<file path="src/rtl/add_sub_pkg.sv">
// Shared types and helpers for the digit-serial adder/subtractor.
package add_sub_pkg;

    // k encoding: add when 0, subtract when 1
    localparam logic MODE_ADD = 1'b0;
    localparam logic MODE_SUB = 1'b1;

    typedef enum logic [1:0] {
        IDLE,
        RUN,
        DONE
    } state_t;

    // Iteration counter width: clog2(n), never narrower than one bit
    function automatic int cnt_width(input int n);
        return (n > 1) ? $clog2(n) : 1;
    endfunction

endpackage

</file>
<file path="src/rtl/digit_adder.sv">
// Combinational ripple adder over one DIGIT-wide slice. c_msb exposes the
// carry into the top bit so the caller can form two's-complement overflow.
module digit_adder #(
    parameter int DIGIT = 2
) (
    input  logic [DIGIT-1:0] x,
    input  logic [DIGIT-1:0] y,
    input  logic             ci,
    output logic [DIGIT-1:0] s,
    output logic             co,
    output logic             c_msb
);

    logic [DIGIT:0] c;

    assign c[0] = ci;

    for (genvar i = 0; i < DIGIT; i++) begin : g_bit
        assign s[i]   = x[i] ^ y[i] ^ c[i];
        assign c[i+1] = (x[i] & y[i]) | (c[i] & (x[i] ^ y[i]));
    end

    assign co    = c[DIGIT];
    assign c_msb = c[DIGIT-1];

endmodule

</file>
<file path="src/rtl/adder_subtractor_serial.sv">
// Digit-serial adder/subtractor with valid/ready on both sides. Operands are
// consumed DIGIT bits per cycle, LSB first; the result digit enters the sum
// register from the top so the word is aligned after N = WIDTH/DIGIT cycles.
module adder_subtractor_serial
    import add_sub_pkg::*;
#(
    parameter int WIDTH = 8,
    parameter int DIGIT = 2
) (
    input  logic             clk,
    input  logic             rst_n,
    input  logic             in_valid,
    output logic             in_ready,
    input  logic [WIDTH-1:0] a,
    input  logic [WIDTH-1:0] b,
    input  logic             k,
    output logic             out_valid,
    input  logic             out_ready,
    output logic [WIDTH-1:0] sum,
    output logic             cout,
    output logic             ovf,
    output logic             zero
);

    localparam int N  = WIDTH / DIGIT;
    localparam int CW = cnt_width(N);
    localparam logic [CW-1:0] LAST = CW'(N - 1);

    state_t           state;
    logic [WIDTH-1:0] a_q;
    logic [WIDTH-1:0] b_q;
    logic             carry_q;
    logic [CW-1:0]    cnt_q;
    logic [WIDTH-1:0] sum_q;
    logic             cout_q;
    logic             ovf_q;
    logic             zero_q;

    logic [DIGIT-1:0] d_s;
    logic             d_co;
    logic             d_cmsb;
    logic [WIDTH-1:0] sum_shift;
    logic             sub;

    assign sub = (k == MODE_SUB);

    digit_adder #(.DIGIT(DIGIT)) u_digit (
        .x     (a_q[DIGIT-1:0]),
        .y     (b_q[DIGIT-1:0]),
        .ci    (carry_q),
        .s     (d_s),
        .co    (d_co),
        .c_msb (d_cmsb)
    );

    // New digit enters at the MSB end; with DIGIT == WIDTH it is the whole word
    if (DIGIT == WIDTH) begin : g_full
        assign sum_shift = d_s;
    end else begin : g_part
        assign sum_shift = {d_s, sum_q[WIDTH-1:DIGIT]};
    end

    // Control FSM plus operand/result datapath; every output is a register
    always_ff @(posedge clk or negedge rst_n) begin
        if (!rst_n) begin
            state     <= IDLE;
            in_ready  <= 1'b0;
            out_valid <= 1'b0;
            a_q       <= '0;
            b_q       <= '0;
            carry_q   <= 1'b0;
            cnt_q     <= '0;
            sum_q     <= '0;
            cout_q    <= 1'b0;
            ovf_q     <= 1'b0;
            zero_q    <= 1'b0;
        end else begin
            case (state)
                IDLE: begin
                    // in_ready comes up one edge after reset release
                    in_ready <= 1'b1;
                    if (in_valid && in_ready) begin
                        // subtract = add the one's complement with carry-in 1
                        a_q      <= a;
                        b_q      <= b ^ {WIDTH{sub}};
                        carry_q  <= sub;
                        cnt_q    <= '0;
                        in_ready <= 1'b0;
                        state    <= RUN;
                    end
                end
                RUN: begin
                    a_q     <= a_q >> DIGIT;
                    b_q     <= b_q >> DIGIT;
                    carry_q <= d_co;
                    cnt_q   <= cnt_q + 1'b1;
                    sum_q   <= sum_shift;
                    if (cnt_q == LAST) begin
                        // final digit holds the word MSB: flags come from it
                        cout_q    <= d_co;
                        ovf_q     <= d_co ^ d_cmsb;
                        zero_q    <= (sum_shift == '0);
                        out_valid <= 1'b1;
                        state     <= DONE;
                    end
                end
                DONE: begin
                    if (out_ready) begin
                        out_valid <= 1'b0;
                        in_ready  <= 1'b1;
                        state     <= IDLE;
                    end
                end
                default: begin
                    state <= IDLE;
                end
            endcase
        end
    end

    assign sum  = sum_q;
    assign cout = cout_q;
    assign ovf  = ovf_q;
    assign zero = zero_q;

endmodule

</file>
<file path="config.mk">
export PLATFORM = sky130hd
export DESIGN_NAME = adder_subtractor_serial
export DESIGN_NICKNAME = d
export VERILOG_FILES = /design/src/rtl/add_sub_pkg.sv /design/src/rtl/digit_adder.sv /design/src/rtl/adder_subtractor_serial.sv
export SDC_FILE = /design/constraint.sdc
export NUM_CORES = 1
export LEC_CHECK = 0
export ABC_CLOCK_PERIOD_IN_PS = 2400
export CAP_MARGIN = 0
export CELL_PAD_IN_SITES_DETAIL_PLACEMENT = 2
export CELL_PAD_IN_SITES_GLOBAL_PLACEMENT = 2
export CORE_AREA = 2 2 74 76
export DETAILED_ROUTE_END_ITERATION = 10
export DIE_AREA = 0 0 76 78
export PLACE_DENSITY = 0.82
export SLEW_MARGIN = 20
export SYNTH_ARGS = -nofsm -noshare
export SYNTH_HDL_FRONTEND = slang
export SYNTH_SLANG_ARGS = --single-unit
export TNS_END_PERCENT = 5
</file>
<file path="constraint.sdc">
create_clock -name clk -period 2.4 [get_ports clk]
set_input_delay 0.6 -clock clk [delete_from_list [all_inputs] [get_ports clk]]
set_output_delay 0.6 -clock clk [all_outputs]
set_load 0.05 [all_outputs]
</file>
==> results of run 1 <==
-- sequential cells by signal (all words and copies together), names as in the netlist --
| register | count |
|---|---|
| ovf | 1 |
| carry_q | 1 |
| zero | 1 |
| out_valid | 1 |
| cout | 1 |
| cnt_q | 2 |
| sum | 8 |
| b_q | 8 |
| state | 2 |
| a_q | 8 |
| in_ready | 1 |
-- cells by family after synthesis --
| kind of cell | Yosys count | share of synthesized area [%] |
|---|---|---|
| compound gates | 38 | 16.9 |
| xor+xnor | 9 | 5.13 |
| fa+ha+maj | 3 | 3.42 |
| buf+inv | 20 | 6.93 |
| flops | 34 | 55.4 |
| simple gates | 42 | 12.2 |
-- worst min-delay path: cells and delay by family (launching register included) --
family           cells  cell delay (ps)
AND/OR/NAND/NOR      2              120
flip-flops           1              340
-- how the worst max path moves through the flow --
stage | start | endpoint | slack [ps] | depth (start not counted)
2_1_floorplan | a_q[0] | zero | 610 | 6
3_3_place_gp | in_valid | b_q[0] | 240 | 4
3_5_place_dp | in_valid | b_q[0] | 140 | 4
4_1_cts | sum[3] | sum[3] | 240 | 1
5_1_grt | sum[3] | sum[3] | 210 | 1
6_report | in_ready | in_ready | 260 | 1
-- cells in the final DEF, fill, tap and decap left out, types with 3 or more instances in the layout --
| cell type | synthesis | routed |
|---|---|---|
| a221o_1 | 6 | 6 |
| o22ai_1 | 6 | 6 |
| clkdlybuf4s50_1 | 0 | 33 |
| nor2_1 | 8 | 8 |
| buf_4 | 3 | 3 |
| nand2_1 | 26 | 26 |
| a21oi_1 | 9 | 9 |
| a22o_1 | 5 | 5 |
| o21ai_0 | 7 | 7 |
| dfrtp_1 | 34 | 34 |
| xnor2_1 | 7 | 7 |
| inv_1 | 11 | 11 |
| clkbuf_8 | 0 | 6 |
-- layout make-up --
cell class / instances / area [um^2] / share of cell area [%]
sequential: 34 / 851 / 42.5
timing repair buffer: 36 / 353 / 17.6
tap: 70 / 87.6 / 4.38
multi-input combinational: 92 / 578 / 28.9
inverter: 11 / 41.3 / 2.06
clock buffer: 7 / 86.3 / 4.31
clock inverter: 1 / 5.00 / 0.250
-- per-stage QoR --
stage	hold slack (ps)	instances	total power [mW]	worst slack, ps	util [%]
floorplan	304	146	2.05	614	-
global placement	459	243	2.36	237	37.9
detailed placement	482	243	2.48	136	37.9
CTS	498	251	2.94	243	39.7
global route	533	251	3.14	212	39.7
finish	492	251	2.88	263	39.7
-- layer usage --
metal	global-route usage [%]	up-vias	routed length, um
met2	26.1	32	1960
met4	4.91	0	25
met3	4.77	4	198
li1	-	567	-
met5	0	-	0
met1	16.5	584	1620
-- power groups by stage --
stage | combinational, mW | clock [mW] | sequential (mW)
global placement | 1.36 | 0 | 1.01
global route | 1.59 | 0.484 | 1.06
CTS | 1.45 | 0.464 | 1.03
floorplan | 0.780 | 0 | 1.27
detailed placement | 1.45 | 0 | 1.03
finish | 1.41 | 0.441 | 1.02
==> flow_metrics.env, run 1 <==
export IMPL_core_um2=5040
export IMPL_synthTopCellsByCount="34 x dfrtp_1, 26 x nand2_1, 11 x inv_1"
export IMPL_p_int_mw=1.60
export IMPL_syn_cell_area_um2=1540
export IMPL_n_fill_cell=554
export IMPL_combPwrFrac_pct=49.2
export IMPL_drv_cap=0
export IMPL_cp_max_fo=5
export IMPL_power_switching_mw=1.27
export IMPL_globalRouteOverflowTotal=0
export IMPL_crit_chain="clkdlybuf4s50_1"
export IMPL_critPathSlowestCell="clkdlybuf4s50_1"
export IMPL_grt_antenna_before_repair=0
export IMPL_synth_cell_type_count=28
export IMPL_cts_buffer_depth=2
export IMPL_cts_hold_fix_buffers=0
export IMPL_hold_path_class="register to register"
export IMPL_crit_buf_inv=1
export IMPL_ir_drop_mv=0.453
export IMPL_rsz0062_at_grt="false"
export IMPL_drt_iter0_drc=44
export IMPL_clkTransAtPathRegs_ps=70
export IMPL_vias_per_cell=4.73
export IMPL_layout_drive_gt1_share_pct=6.08
export IMPL_power_frac_seq_pct=35.5
export IMPL_cp_required_ps=1800
export IMPL_synth_seq_cells=34
export IMPL_holdCritStartpoint="sum[0]"
export IMPL_synth_top_area_share_pct=55.4
export IMPL_cpPeakStageDelay_ps=830
export IMPL_drc=0
export IMPL_num_vias=1187
export IMPL_cts_root_buf="clkbuf_8"
export IMPL_cts_resized=0
export IMPL_async_flop_share_pct=100
export IMPL_rr_startpoint="b_q[0]"
export IMPL_die_y_um=78
export IMPL_place_congestion=0.715
export IMPL_crit_path_start_kind="register"
export IMPL_fin_setup_tns_ps=0
export IMPL_cts_sinks=34
export IMPL_dr_pass1_iters=4
export IMPL_netSwitchingFraction_pct=44.3
export IMPL_clock_latency_ps=290
export IMPL_setup_viol=0
export IMPL_clkPwrFrac_pct=15.3
export IMPL_die_area_um2=5930
export IMPL_r2r_end="zero"
export IMPL_core_rowCount=26
export IMPL_die_w_um=76
export IMPL_avgSynthCellArea_um2=10.5
export IMPL_io_pin_count=34
export IMPL_fin_area_um2=2000
export IMPL_start_util_pct=30.4
export IMPL_r2r_slack_ps=390
export IMPL_ys_flop_type="dfrtp_1"
export IMPL_cts_tree="built"
export IMPL_ys_seq_area_share_pct=55.4
export IMPL_n_antenna_cell=0
export IMPL_syn_to_final_growth_pct=30.4
export IMPL_fin_crit_sh_pct=89.1
export IMPL_grt_first_pass_wirelength_mm=6.76
export IMPL_place_area_um2=1910
export IMPL_critPathTopFamily="buffers and inverters"
export IMPL_synth_edf_count=0
export IMPL_ant_nets=0
export IMPL_outcome="finished clean"
export IMPL_min_period_ps=2140
export IMPL_yosys_warnings=0
export IMPL_final_nets=204
export IMPL_wl_per_cell_um=15.2
export IMPL_leakage_nw=0.885
export IMPL_max_freq_mhz=468
export IMPL_synth_fp_nets=170
export IMPL_yosysMostFrequentCell="dfrtp_1"
export IMPL_yosys_area_top_type="dfrtp_1"
export IMPL_endpoint_kind="output pin"
export IMPL_port_buffers=33
export IMPL_grt_max_degree=35
export IMPL_holdPathStages=2
export IMPL_cts_htree_levels=2
export IMPL_slew_headroom_pct=54.8
export IMPL_setup_worst_path_class="register to output pin"
export IMPL_power_density_nw_per_um2=1440
export IMPL_track_usage_pct=14.6
export IMPL_postCtsSetupRepairBufs=0
export IMPL_tightest_slew_ps=677
export IMPL_routed_wirelength_mm=3.80
export IMPL_finalMaxSlewViolations=0
export IMPL_cts_buffers=5
export IMPL_cp_arrival_ps=1540
export IMPL_hold_viol=0
export IMPL_clock_skew_ps=5.73
export IMPL_yosys_top_cells_area="dfrtp_1 55%, nand2_1 6.4%, xnor2_1 4.0%, a221o_1 3.9%, a21oi_1 2.9%"
export IMPL_grt_pass1_vias=1394
export IMPL_synthCells=146
export IMPL_worstRegToRegCells=6
export IMPL_hold_end="sum[0]"
export IMPL_hpwlAfterDp_mm=2.85
No activity file was read; power rests on OpenSTA's default activity.
==> inputs of run 2 (changes only) <==
--- a/config.mk
+++ b/config.mk
@@ -12,7 +12,7 @@
 export CORE_AREA = 2 2 74 76
 export DETAILED_ROUTE_END_ITERATION = 10
 export DIE_AREA = 0 0 76 78
-export PLACE_DENSITY = 0.82
+export PLACE_DENSITY = 0.87
 export SLEW_MARGIN = 20
 export SYNTH_ARGS = -nofsm -noshare
 export SYNTH_HDL_FRONTEND = slang
==> run 2 against run 1 <==
  * Total power down 0.66%
  * Global-route usage down 1.0 points
  * Via count up 1.0%
  * Routed wire length down 4.2%
  * Sequential power about the same
  * First-iteration DRC count up 2.3%
  * Flip-flop and latch count unchanged
  * Setup slack better by 7.8 ps
  * Non-clock buffer count unchanged
  * Final area unchanged
  * Combinational power about the same
  * Register-to-register slack better by 70 ps
  * Critical path type unchanged
==> flow_metrics.env, run 2 (synthesis gave the netlist of run 1 again) <==
export IMPL_drc=0
export IMPL_syn_to_final_growth_pct=30.4
export IMPL_setup_viol=0
export IMPL_track_usage_pct=13.6
export IMPL_grt_util_met1_pct=15.8
export IMPL_ir_drop_mv=0.488
export IMPL_global_route_usage_met2_pct=24.1
export IMPL_hpwlAfterDp_mm=2.61
export IMPL_die_y_um=78
export IMPL_port_buffers=33
export IMPL_crit_path_start_kind="register"
export IMPL_cts_buffers=5
export IMPL_final_nets=204
export IMPL_place_inst=243
export IMPL_cts_root_buf="clkbuf_8"
export IMPL_hold_viol=0
export IMPL_tightest_slew_ps=664
export IMPL_clkTransAtPathRegs_ps=70
export IMPL_crit_buf_inv=1
export IMPL_n_fill_cell=568
export IMPL_core_rowCount=26
export IMPL_wl_per_cell_um=14.5
export IMPL_clock_skew_ps=8.82
export IMPL_cts_hold_fix_buffers=0
export IMPL_fin_crit_sh_pct=88.7
export IMPL_clock_latency_ps=290
export IMPL_critPathTopFamily="buffers and inverters"
export IMPL_drv_cap=0
export IMPL_cts_resized=0
export IMPL_min_period_ps=2130
export IMPL_routed_wirelength_mm=3.64
export IMPL_die_w_um=76
export IMPL_outcome="finished clean"
export IMPL_die_area_um2=5930
export IMPL_finalMaxSlewViolations=0
export IMPL_final_cell_mix="34 x dfrtp_1, 33 x clkdlybuf4s50_1, 26 x nand2_1"
export IMPL_max_freq_mhz=470
export IMPL_cts_htree_levels=2
export IMPL_cts_buffer_depth=2
export IMPL_fin_setup_tns_ps=0
export IMPL_grt_first_pass_wirelength_mm=6.33
export IMPL_total_power_mw=2.86
export IMPL_vias_per_cell=4.78
export IMPL_start_util_pct=30.4
export IMPL_cp_required_ps=1800
export IMPL_final_common_cell="dfrtp_1"
export IMPL_place_area_um2=1910
export IMPL_crit_chain="clkdlybuf4s50_1"
export IMPL_power_density_nw_per_um2=1430
export IMPL_globalRouteOverflowTotal=0
export IMPL_grt_antenna_before_repair=0
export IMPL_grt_use_met3_pct=3.26
export IMPL_cts_sinks=34
export IMPL_critPathSlowestCell="clkdlybuf4s50_1"
export IMPL_n_antenna_cell=0
export IMPL_cts_tree="built"
export IMPL_rsz0062_at_grt="false"
export IMPL_grt_max_degree=35
export IMPL_drt_iter0_drc=45
export IMPL_cpPeakStageDelay_ps=830
export IMPL_core_um2=5040
export IMPL_leakage_nw=0.885
export IMPL_ant_nets=0
export IMPL_setup_worst_path_class="register to output pin"
export IMPL_dr_pass1_iters=3
export IMPL_grt_busiest_layer="met2"
export IMPL_io_pin_count=34
export IMPL_layout_drive_gt1_share_pct=6.08
export IMPL_hold_path_class="register to register"
export IMPL_cp_max_fo=5
export IMPL_instances_no_fill=251
export IMPL_slew_headroom_pct=55.8
export IMPL_endpoint_kind="output pin"
export IMPL_cp_arrival_ps=1530
export IMPL_grt_pass1_vias=1332
export IMPL_place_congestion=0.690
export IMPL_fin_area_um2=2000
export IMPL_postCtsSetupRepairBufs=0
export IMPL_num_vias=1199
-- run 2: area by class of cell --
cell class / count / area [um^2] / area share, %
clock buffers: 7 / 86.3 / 4.31
clock inverters: 1 / 5.00 / 0.250
inverters: 11 / 41.3 / 2.06
multi-input cells: 92 / 578 / 28.9
flip-flops and latches: 34 / 851 / 42.5
well taps: 70 / 87.6 / 4.38
repair buffers: 36 / 353 / 17.6
-- run 2: metal layers --
metal | vias up | part of all wire, %
met5 | - | 0
met4 | 0 | 0.96
met3 | 5 | 3.8
met2 | 27 | 52
met1 | 607 | 43
li1 | 560 | -
-- run 2: path summary, 6_finish.rpt --
kind                             to  cells after the start  slack [ps]     start
setup / recovery           in_ready                      1         270  in_ready
hold / removal               sum[1]                      2         480    sum[1]
setup reg to reg               zero                      6         460    a_q[0]
hold reg to reg              sum[1]                      2         480    sum[1]
max in group asynchronous    a_q[0]                      2        1370     rst_n
min in group asynchronous  cnt_q[1]                      2         720     rst_n
-- run 2: report_power, final --
part           switching [mW]  total [mW]  internal (mW)
logic                   0.865        1.41          0.544
registers               0.191        1.02          0.828
clock network           0.199       0.430          0.231
-- run 2: through the flow --
stage	worst slack, ps	utilization (%)	hold slack, ps
6_report	271	39.7	481
5_1_grt	210	39.7	527
4_1_cts	251	39.7	488
3_5_place_dp	155	37.9	469
3_3_place_gp	207	37.9	460
2_1_floorplan	614	-	304
-- run 2: worst min-delay path, delay by kind of cell (launching register included) --
family | cells | cell delay (ps)
flip-flops | 1 | 340
AND/OR/NAND/NOR | 2 | 110
